File: config.mk
export PLATFORM = sky130hd
export DESIGN_NAME = tdm_demux4
export DESIGN_NICKNAME = d
export VERILOG_FILES = /design/src/rtl/tdm_pkg.sv /design/src/rtl/tdm_slot_ctr.sv /design/src/rtl/tdm_demux4.sv
export SDC_FILE = /design/constraint.sdc
export NUM_CORES = 1
export LEC_CHECK = 0
export CAP_MARGIN = 15
export CORE_UTILIZATION = 40
export CTS_CLUSTER_SIZE = 8
export DETAILED_ROUTE_END_ITERATION = 8
export HOLD_SLACK_MARGIN = 0.12
export MAX_ROUTING_LAYER = met4
export PLACE_DENSITY = 0.66
export SYNTH_ARGS = -nofsm -noshare
export SYNTH_HDL_FRONTEND = slang
export SYNTH_SLANG_ARGS = --single-unit
export TNS_END_PERCENT = 50
File: constraint.sdc
create_clock -name clk -period 2.85 [get_ports clk]
set_input_delay 0.855 -clock clk [delete_from_list [all_inputs] [get_ports clk]]
set_output_delay 0.855 -clock clk [all_outputs]
set_load 0.02 [all_outputs]
File: src/rtl/tdm_pkg.sv
// Shared constants and types for the four-slot TDM demultiplexer.
package tdm_pkg;

  localparam int NUM_SLOTS     = 4;
  localparam int SLOT_W        = 2;
  localparam int DEFAULT_WIDTH = 4;

  typedef enum logic {
    IDLE = 1'b0,
    RUN  = 1'b1
  } state_t;

endpackage

File: src/rtl/tdm_slot_ctr.sv
// Wrapping slot counter: load-to-1 on (re)sync, increment per accepted beat.
module tdm_slot_ctr
  import tdm_pkg::*;
(
  input  logic              clk,
  input  logic              rst_n,
  input  logic              en,
  input  logic              load1,
  output logic [SLOT_W-1:0] sel,
  output logic              last_slot
);

  logic [SLOT_W-1:0] cnt_reg;

  always_ff @(posedge clk or negedge rst_n) begin
    if (!rst_n) begin
      cnt_reg <= '0;
    end else if (load1) begin
      cnt_reg <= SLOT_W'(1);
    end else if (en) begin
      cnt_reg <= cnt_reg + 1'b1;
    end
  end

  assign sel       = cnt_reg;
  assign last_slot = (cnt_reg == SLOT_W'(NUM_SLOTS - 1));

endmodule

File: src/rtl/tdm_demux4.sv
// Four-slot TDM demultiplexer with frame-sync lock and frame publish strobe.
// Optional even-parity frame drop is enabled by defining TDM_DEMUX_PARITY_EN.
module tdm_demux4
  import tdm_pkg::*;
#(
  parameter int WIDTH = DEFAULT_WIDTH
) (
  input  logic                   clk,
  input  logic                   rst_n,
  input  logic [WIDTH-1:0]       in,
  input  logic                   in_valid,
  input  logic                   frame_sync,
`ifdef TDM_DEMUX_PARITY_EN
  input  logic                   in_par,
`endif
  output logic [4*WIDTH-1:0]     out,
  output logic [SLOT_W-1:0]      sel,
  output logic                   locked,
  output logic                   frame_valid,
  output logic                   sync_err
`ifdef TDM_DEMUX_PARITY_EN
  ,
  output logic                   par_err
`endif
);

  state_t state_reg, state_next;

  logic last_slot;
  logic sync_beat, acquire, resync, run_beat, frame_end;
  logic ctr_load, wr_en, publish;
  logic [SLOT_W-1:0]          wr_slot;
  logic [NUM_SLOTS-2:0]       shadow_we;
  logic [4*WIDTH-1:0]         frame_data;
  // Slot 3 never needs storage: it goes straight from in to out.
  logic [WIDTH-1:0]           shadow_reg [NUM_SLOTS-1];

  assign sync_beat = in_valid & frame_sync;
  assign acquire   = (state_reg == IDLE) & sync_beat;
  assign resync    = (state_reg == RUN) & sync_beat & (sel != '0);
  assign run_beat  = (state_reg == RUN) & in_valid & ~resync;
  assign frame_end = run_beat & last_slot;
  assign ctr_load  = acquire | resync;
  assign wr_en     = ctr_load | run_beat;
  assign wr_slot   = ctr_load ? '0 : sel;

  tdm_slot_ctr u_slot_ctr (
    .clk       (clk),
    .rst_n     (rst_n),
    .en        (run_beat),
    .load1     (ctr_load),
    .sel       (sel),
    .last_slot (last_slot)
  );

  // FSM: state register
  always_ff @(posedge clk or negedge rst_n) begin
    if (!rst_n) begin
      state_reg <= IDLE;
    end else begin
      state_reg <= state_next;
    end
  end

  // FSM: next state (only reset leaves RUN)
  always_comb begin
    state_next = state_reg;
    if (acquire) begin
      state_next = RUN;
    end
  end

  // FSM: outputs
  always_comb begin
    locked = (state_reg == RUN);
  end

  generate
    for (genvar gi = 0; gi < NUM_SLOTS - 1; gi++) begin : g_slot
      assign shadow_we[gi] = wr_en & (wr_slot == SLOT_W'(gi));
      assign frame_data[gi*WIDTH +: WIDTH] = shadow_reg[gi];
    end
  endgenerate
  assign frame_data[(NUM_SLOTS-1)*WIDTH +: WIDTH] = in;

  always_ff @(posedge clk or negedge rst_n) begin
    if (!rst_n) begin
      for (int i = 0; i < NUM_SLOTS - 1; i++) begin
        shadow_reg[i] <= '0;
      end
    end else begin
      for (int i = 0; i < NUM_SLOTS - 1; i++) begin
        if (shadow_we[i]) begin
          shadow_reg[i] <= in;
        end
      end
    end
  end

`ifdef TDM_DEMUX_PARITY_EN
  logic beat_perr, perr_flag_reg, frame_bad;

  assign beat_perr = ^{in, in_par};
  assign frame_bad = perr_flag_reg | beat_perr;
  assign publish   = frame_end & ~frame_bad;

  // Sticky per-frame parity flag; a (re)sync beat starts a fresh frame.
  always_ff @(posedge clk or negedge rst_n) begin
    if (!rst_n) begin
      perr_flag_reg <= 1'b0;
      par_err       <= 1'b0;
    end else begin
      par_err <= frame_end & frame_bad;
      if (ctr_load) begin
        perr_flag_reg <= beat_perr;
      end else if (frame_end) begin
        perr_flag_reg <= 1'b0;
      end else if (run_beat & beat_perr) begin
        perr_flag_reg <= 1'b1;
      end
    end
  end
`else
  assign publish = frame_end;
`endif

  always_ff @(posedge clk or negedge rst_n) begin
    if (!rst_n) begin
      out         <= '0;
      frame_valid <= 1'b0;
      sync_err    <= 1'b0;
    end else begin
      frame_valid <= publish;
      sync_err    <= resync;
      if (publish) begin
        out <= frame_data;
      end
    end
  end

endmodule
* Word-level counts from Yosys, hierarchy flattened
Index checks and enable logic that the tools add are counted.
** Word-level totals
- Bits in registers :: 33
- Input bits :: 8
- Output and inout port bits :: 21
- Logic and storage cells :: 32
** Cells by class
- Add/sub/neg operators :: 1
- Equal/unequal tests :: 3
- Muxes and demuxes :: 3
- Bitwise gates (word level) :: 14
- Reductions and logical operators :: 3
** Operator list (number)
- $and A1 B1 Y1 :: 10
- $mux W2 :: 3
- $eq A2 B2 Y1 const B :: 2
- $reduce_bool A2 Y1 :: 2
- $add A2 B1 Y2 const B :: 1
- $eq A2 B1 Y1 const B :: 1
- $logic_not A2 Y1 :: 1
- $not A1 Y1 :: 2
- $or A1 B1 Y1 :: 2

* Logic depth before layout (Yosys ltp)
Gate-level depths: netlist of the first run.
- Depth in word-level cells :: 7
- Mapped depth :: 7
- Gate-level depth less buffers :: 6

* Cells and area by module
A second synthesis of the first run with hierarchy kept.
** Second synthesis, totals
- Cells, all modules :: 80
- Area total of the unflattened synthesis :: 1356.3 um2
** Modules (own cells, without submodules)
- tdm_demux4 :: times used 1, cells each 73, area an instance 1265.0 um2, sequential area each 775.7 um2
- tdm_slot_ctr :: times used 1, cells each 7, area an instance 91.3 um2, sequential area each 50.0 um2

* Least setup slack after synthesis of the first run
No wires, ideal clock.
- Path kind :: input -> register
- Start :: input port in_valid
- End :: register shadow_reg (netlist bit frame_data[0])
- Setup time :: 125 ps
- Data arrival time :: 1673 ps
- Data required time :: 2725 ps
- Slack :: 1053 ps
- Stages on the path :: 3
- Buffers on the path :: 0
- Cells stage by stage :: and2_4 > a32oi_1 > mux2_2
** Between the ends
- Cells in the longest elaborated chain, start to end :: 7
- Elaborated cells between the ends (all ways) :: 12
- Classes of those cells :: mux (1); bitwise (10); reduce/logical (1)
** RTL lines
- start: declaration :: line tdm_demux4.sv:11 : input logic in_valid,
- $and A1 B1 Y1 :: line tdm_demux4.sv:38 : assign sync_beat = in_valid & frame_sync;
- $and A1 B1 Y1 (2 in series) :: line tdm_demux4.sv:40 : assign resync = (state_reg == RUN) & sync_beat & (sel != '0);
- $or A1 B1 Y1 / $not A1 Y1 (equally long branches) :: line tdm_demux4.sv:43, tdm_demux4.sv:41
- $mux W2 / $and A1 B1 Y1 (equally long branches) :: line tdm_demux4.sv:45, tdm_demux4.sv:41
- $logic_not A2 Y1 / $or A1 B1 Y1 (equally long branches) :: line tdm_demux4.sv:80, tdm_demux4.sv:44
- $and A1 B1 Y1 (*) :: line tdm_demux4.sv:80 : assign shadow_we[gi] = wr_en & (wr_slot == SLOT_W'(gi));
- end signal: indexed assignment :: line tdm_demux4.sv:94 : shadow_reg[i] <= in;
- end: declaration :: line tdm_demux4.sv:36 : logic [WIDTH-1:0] shadow_reg [NUM_SLOTS-1];
Every way passes the cells marked *; elsewhere a longest branch is shown, timed or not.
A chain may end at the register's enable or synchronous reset.

* Final worst setup path of the first run
- Start :: register u_slot_ctr.cnt_reg[0] (netlist: u_slot_ctr.sel[0])
- End :: output port sel[0]
** RTL lines
- start: declaration :: line tdm_slot_ctr.sv:13 : logic [SLOT_W-1:0] cnt_reg;
- start signal: assignment :: line tdm_slot_ctr.sv:21 : cnt_reg <= cnt_reg + 1'b1;
- end: declaration :: line tdm_demux4.sv:17 : output logic [SLOT_W-1:0] sel,
No word-level cell between the ends.

==> impl_results.md, run 1 <==
* Status: finished, final reports clean
* Setup Viol. Count Final at 0
* Num rows at 20
* Chip width at 59.6 µm
* Initial antenna violation count at 0
* Mapped Avg Cell Area at 16.0 µm²
* H-tree Lvls at 2
* Worst Tran Pin Value at 0.477 ns
* GP Congestion at 0.769
* Peak Freq at 0.425 GHz
* Io pins at 29
* CP arrival at 1.50 ns
* Layout cell share with drive strength beyond 1 at 37.8%
* Worst Path Required at 2.00 ns
* Max-Cap Viols at 0
* Postcts setup bufs at 0
* Hold Fails Final Rpt at 0
* Number of port buffers at 28
* Setup TNS at 0 ns
* Netlist Area Pre-Place at 1330 µm²
* PD cells at 1160 nW/µm²
* Post-synth top area share at 62.1%
* Critical Path Source Type: flop
* Max Used Layer: met4
* Util after Layout at 56.8%
* CTS Hold Bufs at 0
* Post-synth top area cell: dfrtp_1
* Synth warn at 0
* First-pass GRT wire length at 4060 µm
* Total global routing track utilization at 17.3%
* Vias at 800
* Worst IR Drop VDD at 0.588 mV
* Clock Pin Slew Worst Setup and Hold Paths at 0.10 ns
* Vias in the first global route at 826
* Metal3 WL at 145 µm
* Num CTS Buffers at 5
* Post-synth cell types at 16
* Critical-path maximum fanout at 7
* Global route overflow at 0
* NumNets Final at 128
* Fillers at 296
* Post-synth EDFFs at 0
* Routed len/inst at 14.8 µm
* Syn_nets at 93
* Met2 Wirelength at 1200 µm
* CP max-delay cell: clkdlybuf4s50_1
* RSZ-0062 raised after global routing: no
* Max Slew Vio Count at 0
* Die ar. at 3560 µm²
* Syn Inst Count at 83
* Register bit total from synthesis at 33
* P_leak at 0.748 nW
* Synthesis-to-layout area growth at 32.7%
* DR pass1 iterations at 4
* Setup CP Type: flop to output port
* DP Worst Slack at 0.318 ns
* Most frequent cells in the layout: 33 x dfrtp_1, 28 x mux2_2, 28 x clkdlybuf4s50_1
* Relative slew slack at 68.2%
* Seq/Total Area, Yosys at 62.1%
* Setup ws final at 0.495 ns
* CTS tree: done
* Largest stage delay, worst path at 0.66 ns
* Die Span Y at 59.6 µm
* DRT antenna net count at 0
* Final WL at 2420 µm
* Clock sinks at 33
* Final Cycle Share at 82.6%
* Residual DRC at 0
* Ant. Diodes at 0
* Via/cell ratio at 4.91
* CP endpoint kind: output port
* Clock root buffer: clkbuf_4
* Tot Pwr at 2.04 mW
* Pin count of the biggest net entering global routing at 34
* Crit path cell chain: clkdlybuf4s50_1
* Top FF cell, synth: dfrtp_1
* Gates resized, CTS repair at 0
* Met1 wire length at 1060 µm
* Final worst path period need at 2.36 ns
* Clock Skews at 0.00936 ns
* Proportion of synthesized flip-flops having asynchronous set or reset at 100%
* Initial Utilization at 42.8%
* Critical path buffers and inverters at 1
* Top cells by area, synth: dfrtp_1 62%, mux2_2 24%, nor4_4 3.2%
* Worst-Skew Late Latency at 0.33 ns
* Hold Path Class: flop to flop
* Crit path max-delay family: buffers and inverters
* Clk buf depth at 2
* Core box area at 3100 µm²
* Dpl hpwl at 1690 µm
* Commonest non-fill, non-tap cell in the layout: dfrtp_1
* DR iter-0 viols at 8
## layer usage
metal,vias to the layer above,global-route usage (%)
li1,368,-
met2,30,26.0
met1,400,21.0
met5,-,-
met4,0,7.97
met3,2,5.90
## kinds of logic (layout without fill, tap and decap cells)
logic type	count (synthesis)	after routing	share of synthesized area (%)
flops	33	33	62.1
mux	28	28	23.7
simple gates	10	10	7.44
compound gates	6	6	3.11
buf+inv	4	40	1.69
fa+ha+maj	2	2	1.88
## cell type report
cell class	count	area, µm²	area share, %
inverter	3	11.3	0.639
multi-input combinational	46	480	27.3
clock buffer	5	37.5	2.13
tap	44	55.1	3.12
clock inverter	3	65.1	3.69
sequential	33	826	46.8
timing repair buffer	29	288	16.3
## per-stage QoR
| stage | hold slack, ns | cells | cell area [µm²] |
|---|---|---|---|
| after floorplan | 0.474 | 83 | 1330 |
| after global placement | 0.487 | 155 | 1660 |
| after detailed placement | 0.493 | 155 | 1660 |
| after CTS | 0.516 | 163 | 1760 |
| after global routing | 0.537 | 163 | 1760 |
| final | 0.510 | 163 | 1760 |
## cell usage after synthesis (2+ instances only)
| master | count |
|---|---|
| dfrtp_1 | 33 |
| nor4_4 | 2 |
| nand2_1 | 2 |
| mux2_2 | 28 |
| nor2_1 | 2 |
| o21ai_0 | 3 |
| inv_2 | 3 |
| ha_1 | 2 |
## final timing paths
check                                                    from                       endpoint  slack, ns  depth (start not counted)
worst max-delay path            u_slot_ctr.sel[0]$_DFFE_PN0P_                         sel[0]       0.49                          1
worst min-delay path                frame_data[5]$_DFFE_PN0P_      frame_data[5]$_DFFE_PN0P_       0.51                          1
worst max register to register  u_slot_ctr.sel[0]$_DFFE_PN0P_             out[8]$_DFFE_PN0P_       0.93                          6
worst min register to register      frame_data[5]$_DFFE_PN0P_      frame_data[5]$_DFFE_PN0P_       0.51                          1
max in group asynchronous                               rst_n             out[4]$_DFFE_PN0P_       1.63                          2
min in group asynchronous                               rst_n  u_slot_ctr.sel[0]$_DFFE_PN0P_       0.92                          2
## power breakdown
group / leakage (nW) / switching [mW] / internal, mW
clock network: 0.0552 / 0.154 / 0.272
logic: 0.294 / 0.362 / 0.445
registers: 0.399 / 0.129 / 0.681
## state kept, by name, summed over array words and instances (netlist names)
register	count
out	16
frame_valid	1
u_slot_ctr.sel	2
sync_err	1
frame_data	12
locked	1
Note: power is estimated with default switching activity, not from simulation.
==> run 2: changes to the inputs <==
- clock period: 2.85 -> 2.45 ns (I/O delays scaled with it)
==> run 2 against run 1 <==
Compared with the run above:
- utilization is 0.56 points lower
- clock skew fell by 0.0059 ns
- critical path depth unchanged
- die area is the same
- combinational power is 17% higher
- largest power group is now combinational cells
- first-iteration DRC count is 50% higher
- highest routed layer unchanged
- wire length shrank 4.6%
- global-route usage fell by 1.2 points
- clock power down 19%
- cell area decreased by 0.99%
==> impl_results.md, run 2 (same netlist as run 1, synthesis figures left out) <==
* CTS tree: done
* CP arrival at 1.50 ns (about the same)
* Gates resized, CTS repair at 0 (unchanged)
* DR pass1 iterations at 4 (unchanged)
* Die ar. at 3560 µm² (unchanged)
* Status: finished, final reports clean
* P_leak at 0.743 nW (-0.68%)
* RSZ-0062 raised after global routing: no
* Util after Layout at 56.3% (-0.56 points)
* Initial antenna violation count at 0 (unchanged)
* Worst IR Drop VDD at 0.647 mV (+10%)
* Clock power share at 15.5% (-5.3 points)
* Vias at 793 (-0.88%)
* Clk buf depth at 2 (unchanged)
* DRT antenna net count at 0 (unchanged)
* Most frequent cells in the layout: 33 x dfrtp_1, 28 x mux2_2, 28 x clkdlybuf4s50_1
* Max FFs per register at 16 (unchanged)
* Worst-Skew Late Latency at 0.33 ns (about the same)
* NumNets Final at 130 (+1.6%)
* Core box area at 3100 µm² (unchanged)
* Layout cell share with drive strength beyond 1 at 38.8% (+1.0 points)
* Relative slew slack at 72.3% (+4.1 points)
* DR iter-0 viols at 12 (+4)
* Global route overflow at 0 (unchanged)
* Hold Path Class: flop to flop
* P_sw at 741 µW (+15%)
* Commonest non-fill, non-tap cell in the layout: dfrtp_1
* PD cells at 1280 nW/µm² (+10%)
* Io pins at 29 (unchanged)
* Critical Path Source Type: flop
* Die Span Y at 59.6 µm (unchanged)
* Critical-path maximum fanout at 7 (unchanged)
* First-pass GRT wire length at 3820 µm (-6.1%)
* Vias in the first global route at 766 (-7.3%)
* Num CTS Buffers at 5 (unchanged)
* Largest Register: out
* Max-Cap Viols at 0 (unchanged)
* GP Congestion at 0.832 (+8.2%)
* H-tree Lvls at 2 (unchanged)
* Worst Tran Pin Value at 0.416 ns (-0.0613 ns)
* Chip width at 59.6 µm (unchanged)
* CP endpoint kind: output port
* Residual DRC at 0 (unchanged)
* Num rows at 20 (unchanged)
* Postcts setup bufs at 0 (unchanged)
* Setup TNS at 0 ns (unchanged)
* Critical path buffers and inverters at 1 (unchanged)
* Seq pwr share at 42.1% (+2.5 points)
* Pin count of the biggest net entering global routing at 34 (unchanged)
* Setup Viol. Count Final at 0 (unchanged)
* Ant. Diodes at 0 (unchanged)
* CP max-delay cell: clkdlybuf4s50_1
* Max Slew Vio Count at 0 (unchanged)
* Via/cell ratio at 4.81 (-2.1%)
* Setup CP Type: flop to output port
* Clock Pin Slew Worst Setup and Hold Paths at 0.10 ns (about the same)
* Initial Utilization at 42.8% (unchanged)
* Largest stage delay, worst path at 0.66 ns (about the same)
* Crit path max-delay family: buffers and inverters
* Peak Freq at 0.447 GHz
* Net Sw Frac at 33.3% (+1.7 points)
* Final worst path period need at 2.24 ns
* Worst Path Required at 1.71 ns (-0.29 ns)
* Fillers at 294 (-0.68%)
* Final WL at 2310 µm (-4.6%)
* Final Cycle Share at 91.3%
* CTS Hold Bufs at 0 (unchanged)
* Clock Skews at 0.00347 ns (-0.00589 ns)
* Dpl hpwl at 1600 µm (-5.2%)
* Number of port buffers at 28 (unchanged)
* Pint at 1.49 mW (+6.3%)
* Total global routing track utilization at 16.1% (-1.2 points)
* Clock sinks at 33 (unchanged)
* Synthesis-to-layout area growth at 31.4%
* Clock root buffer: clkbuf_4
* Hold Fails Final Rpt at 0 (unchanged)
* Combinational share of power at 42.4% (+2.9 points)
* Crit path cell chain: clkdlybuf4s50_1
* Routed len/inst at 14.0 µm (-5.8%)
==> run 2: cell types whose count changed in the layout (fill, tap and decap cells not counted) <==
cell / delta
buf_4: +2
bufinv_16: -2
clkbuf_8: +2
==> run 2: area by class of cell <==
cell class              count  area (µm²)  share of cell area (%)
inverters                   3        11.3                   0.645
clock buffers               7        65.1                    3.73
well taps                  44        55.1                    3.15
clock inverters             1        5.00                   0.287
flip-flops and latches     33         826                    47.3
multi-input cells          46         480                    27.5
repair buffers             31         303                    17.3
==> run 2: per-stage QoR <==
step	instances	cell area, µm²	worst slack [ns]	hold WS (ns)	total power, mW
global placement	157	1680	0.106	0.482	1.88
global route	165	1750	0.128	0.529	2.36
floorplan	83	1330	0.685	0.439	1.49
CTS	165	1750	0.181	0.514	2.26
detailed placement	157	1680	0.0774	0.490	1.90
finish	165	1750	0.213	0.511	2.23
==> run 2: path summary, 6_finish.rpt <==
kind / cells after the start / end / start / slack [ns]
min in group asynchronous: 2 / sync_err$_DFF_PN0_ / rst_n / 0.80
max: 1 / sel[0] / u_slot_ctr.sel[0]$_DFFE_PN0P_ / 0.21
max reg2reg: 6 / out[8]$_DFFE_PN0P_ / u_slot_ctr.sel[0]$_DFFE_PN0P_ / 0.59
max in group asynchronous: 2 / frame_data[8]$_DFFE_PN0P_ / rst_n / 1.35
min: 1 / out[1]$_DFFE_PN0P_ / frame_data[1]$_DFFE_PN0P_ / 0.51
min reg2reg: 1 / out[1]$_DFFE_PN0P_ / frame_data[1]$_DFFE_PN0P_ / 0.51
==> run 2: power by group through the flow <==
| stage | clock network [mW] | logic (mW) | registers, mW |
|---|---|---|---|
| 6_report | 0.344 | 0.944 | 0.938 |
| 5_1_grt | 0.387 | 1.00 | 0.970 |
| 4_1_cts | 0.363 | 0.955 | 0.942 |
| 3_5_place_dp | 0 | 0.953 | 0.952 |
| 3_3_place_gp | 0 | 0.937 | 0.946 |
| 2_1_floorplan | 0 | 0.378 | 1.11 |
==> run 2: metal layers <==
layer | up-vias | GRT usage, % | part of all wire, %
met1 | 391 | 22.5 | 50
met4 | 0 | 6.98 | 1.5
met5 | - | - | 0
li1 | 372 | - | -
met2 | 27 | 20.7 | 43
met3 | 3 | 5.90 | 5.6
==> run 3: changes to the inputs <==
- PLACE_DENSITY: 0.66 -> unset
- PLACE_DENSITY_LB_ADDON: unset -> 0.2
- SLEW_MARGIN: unset -> 20
==> run 3 against run 2 <==
Compared with the run above:
- non-clock buffer count unchanged
- register-to-register slack improved by 0.02 ns
- clock power decreased by 10%
- sequential power about the same
- maximum frequency is essentially flat
- critical path depth is the same
- wire length shrank 0.52%
- clock skew rose by 0.0034 ns
- count of clock-buffer cells in the layout decreased by 1
- via count shrank 0.63%
- combinational power hardly changed
==> impl_results.md, run 3 (same netlist as run 1, synthesis figures left out) <==
* Initial antenna violation count at 0 (unchanged)
* Io pins at 29 (unchanged)
* Vias in the first global route at 778 (+1.6%)
* Worst hold stages at 1 (unchanged)
* Worst IR Drop VDD at 0.573 mV (-11%)
* Worst hold endpoint: frame_data[1]$_DFFE_PN0P_
* Clock root buffer: clkbuf_4
* Dpl hpwl at 1610 µm (+0.95%)
* Clock sinks at 33 (unchanged)
* Most frequent cells in the layout: 33 x dfrtp_1, 28 x mux2_2, 28 x clkdlybuf4s50_1
* Clock power share at 14.1% (-1.4 points)
* Core box area at 3100 µm² (unchanged)
* Ant. Diodes at 0 (unchanged)
* Net Sw Frac at 33.8% (+0.46 points)
* H-tree Lvls at 2 (unchanged)
* Vias at 788 (-0.63%)
* Commonest non-fill, non-tap cell in the layout: dfrtp_1
* DRT antenna net count at 0 (unchanged)
* Relative slew slack at 73.0% (+0.67 points)
* Setup CP Type: flop to output port
* P_leak at 0.732 nW (-1.5%)
* Critical Path Source Type: flop
* Residual DRC at 0 (unchanged)
* Setup Viol. Count Final at 0 (unchanged)
* Die ar. at 3560 µm² (unchanged)
* Hold Path Origin: frame_data[1]$_DFFE_PN0P_
* Largest stage delay, worst path at 0.66 ns (about the same)
* RR Startpoint: u_slot_ctr.sel[0]$_DFFE_PN0P_
* CP endpoint kind: output port
* Worst-Skew Late Latency at 0.33 ns (about the same)
* Worst R2R Setup Slack at 0.61 ns (+0.02 ns)
* R2R cell count at 5 (-1)
* FF-to-FF End: frame_data[9]$_DFFE_PN0P_
* Synthesis-to-layout area growth at 30.5%
* Clk buf depth at 2 (unchanged)
* Setup TNS at 0 ns (unchanged)
* Clock Pin Slew Worst Setup and Hold Paths at 0.09 ns (about the same)
* NumNets Final at 130 (unchanged)
* Hold Path Class: flop to flop
* Status: finished, final reports clean
* First-pass GRT wire length at 3710 µm (-2.9%)
* Num CTS Buffers at 5 (unchanged)
* Max Slew Vio Count at 0 (unchanged)
* Global route overflow at 0 (unchanged)
* Clock Skews at 0.00690 ns (+0.00344 ns)
* CTS Hold Bufs at 0 (unchanged)
* RSZ-0062 raised after global routing: no
* Tot Pwr at 2.19 mW (-1.5%)
* Final WL at 2290 µm (-0.52%)
* Seq pwr share at 42.9% (+0.8 points)
* Worst Tran Pin Value at 0.406 ns (-0.0100 ns)
* Via/cell ratio at 4.80 (about the same)
* Critical-path maximum fanout at 7 (unchanged)
* Util after Layout at 55.9% (-0.36 points)
* Max FFs per register at 16 (unchanged)
* Gates resized, CTS repair at 0 (unchanged)
* CP arrival at 1.50 ns (about the same)
* Postcts setup bufs at 0 (unchanged)
* Critical path buffers and inverters at 1 (unchanged)
* Combinational share of power at 43.0% (+0.6 points)
* Largest Register: out
* Final Cycle Share at 91.4% (about the same)
* Layout cell share with drive strength beyond 1 at 38.3% (-0.51 points)
* CTS tree: done
* Chip width at 59.6 µm (unchanged)
* Die Span Y at 59.6 µm (unchanged)
* Fillers at 300 (+2.0%)
* Num rows at 20 (unchanged)
* Worst Path Required at 1.71 ns (about the same)
* Routed len/inst at 14.0 µm (about the same)
* Initial Utilization at 42.8% (unchanged)
* Total global routing track utilization at 15.3% (-0.79 points)
* Max-Cap Viols at 0 (unchanged)
* Final worst path period need at 2.24 ns (+0.00171 ns)
* Number of port buffers at 28 (unchanged)
* Crit path max-delay family: buffers and inverters
* DR iter-0 viols at 19 (+7)
* Pint at 1.45 mW (-2.2%)
* PD cells at 1260 nW/µm² (-0.88%)
* Pin count of the biggest net entering global routing at 34 (unchanged)
* Hold Fails Final Rpt at 0 (unchanged)
* GP Congestion at 0.844 (+1.3%)
* DR pass1 iterations at 3 (-1)
* Peak Freq at 0.447 GHz (about the same)
* Crit path cell chain: clkdlybuf4s50_1
* CP max-delay cell: clkdlybuf4s50_1
* P_sw at 740 µW (-0.17%)
[run 3: power by group through the flow]
stage	combinational, mW	clock (mW)	sequential [mW]
2_1_floorplan	0.378	0	1.11
3_3_place_gp	0.935	0	0.946
3_5_place_dp	0.952	0	0.956
4_1_cts	0.957	0.325	0.946
5_1_grt	1.01	0.341	0.974
6_report	0.942	0.309	0.941
[run 3: area by class of cell]
type / instances / area [µm²] / share of cell area [%]
multi-input cells: 46 / 480 / 27.7
flip-flops and latches: 33 / 826 / 47.6
inverters: 3 / 11.3 / 0.649
clock buffers: 6 / 51.3 / 2.96
well taps: 44 / 55.1 / 3.17
clock inverters: 1 / 7.51 / 0.433
repair buffers: 31 / 303 / 17.5
[run 3: worst max-delay path by stage]
stage / from / to / slack [ns] / cells past startpoint
after floorplan: u_slot_ctr.sel[0]$_DFFE_PN0P_ / out[10]$_DFFE_PN0P_ / 0.69 / 7
after global placement: in_valid / frame_data[9]$_DFFE_PN0P_ / 0.1 / 4
after detailed placement: in_valid / frame_data[10]$_DFFE_PN0P_ / 0.07 / 4
after CTS: u_slot_ctr.sel[0]$_DFFE_PN0P_ / sel[0] / 0.18 / 1
after global routing: u_slot_ctr.sel[0]$_DFFE_PN0P_ / sel[0] / 0.15 / 1
final: u_slot_ctr.sel[0]$_DFFE_PN0P_ / sel[0] / 0.21 / 1
[run 3: worst register-to-register path: cells and delay by family (launching register included)]
kind | cells | cell delay (ns)
buffers and inverters | 1 | 0.13
flip-flops | 1 | 0.49
AND/OR/NAND/NOR | 2 | 0.56
adder cells (fa/ha/maj) | 1 | 0.18
multiplexers | 1 | 0.38
[run 3: per-stage QoR]
stage / instance area [µm²] / hold WS [ns] / setup WS [ns] / instances
finish: 1730 / 0.511 / 0.211 / 164
floorplan: 1330 / 0.439 / 0.685 / 83
detailed placement: 1680 / 0.492 / 0.0680 / 157
CTS: 1730 / 0.515 / 0.184 / 164
global placement: 1680 / 0.483 / 0.0991 / 157
global route: 1730 / 0.528 / 0.146 / 164
[run 3: routing by layer]
| metal | track usage (%) | up-vias | share of wire, % |
|---|---|---|---|
| li1 | - | 368 | - |
| met4 | 7.97 | 0 | 2.2 |
| met3 | 4.59 | 7 | 4.6 |
| met1 | 19.2 | 390 | 45 |
| met5 | - | - | 0 |
| met2 | 22.3 | 23 | 48 |
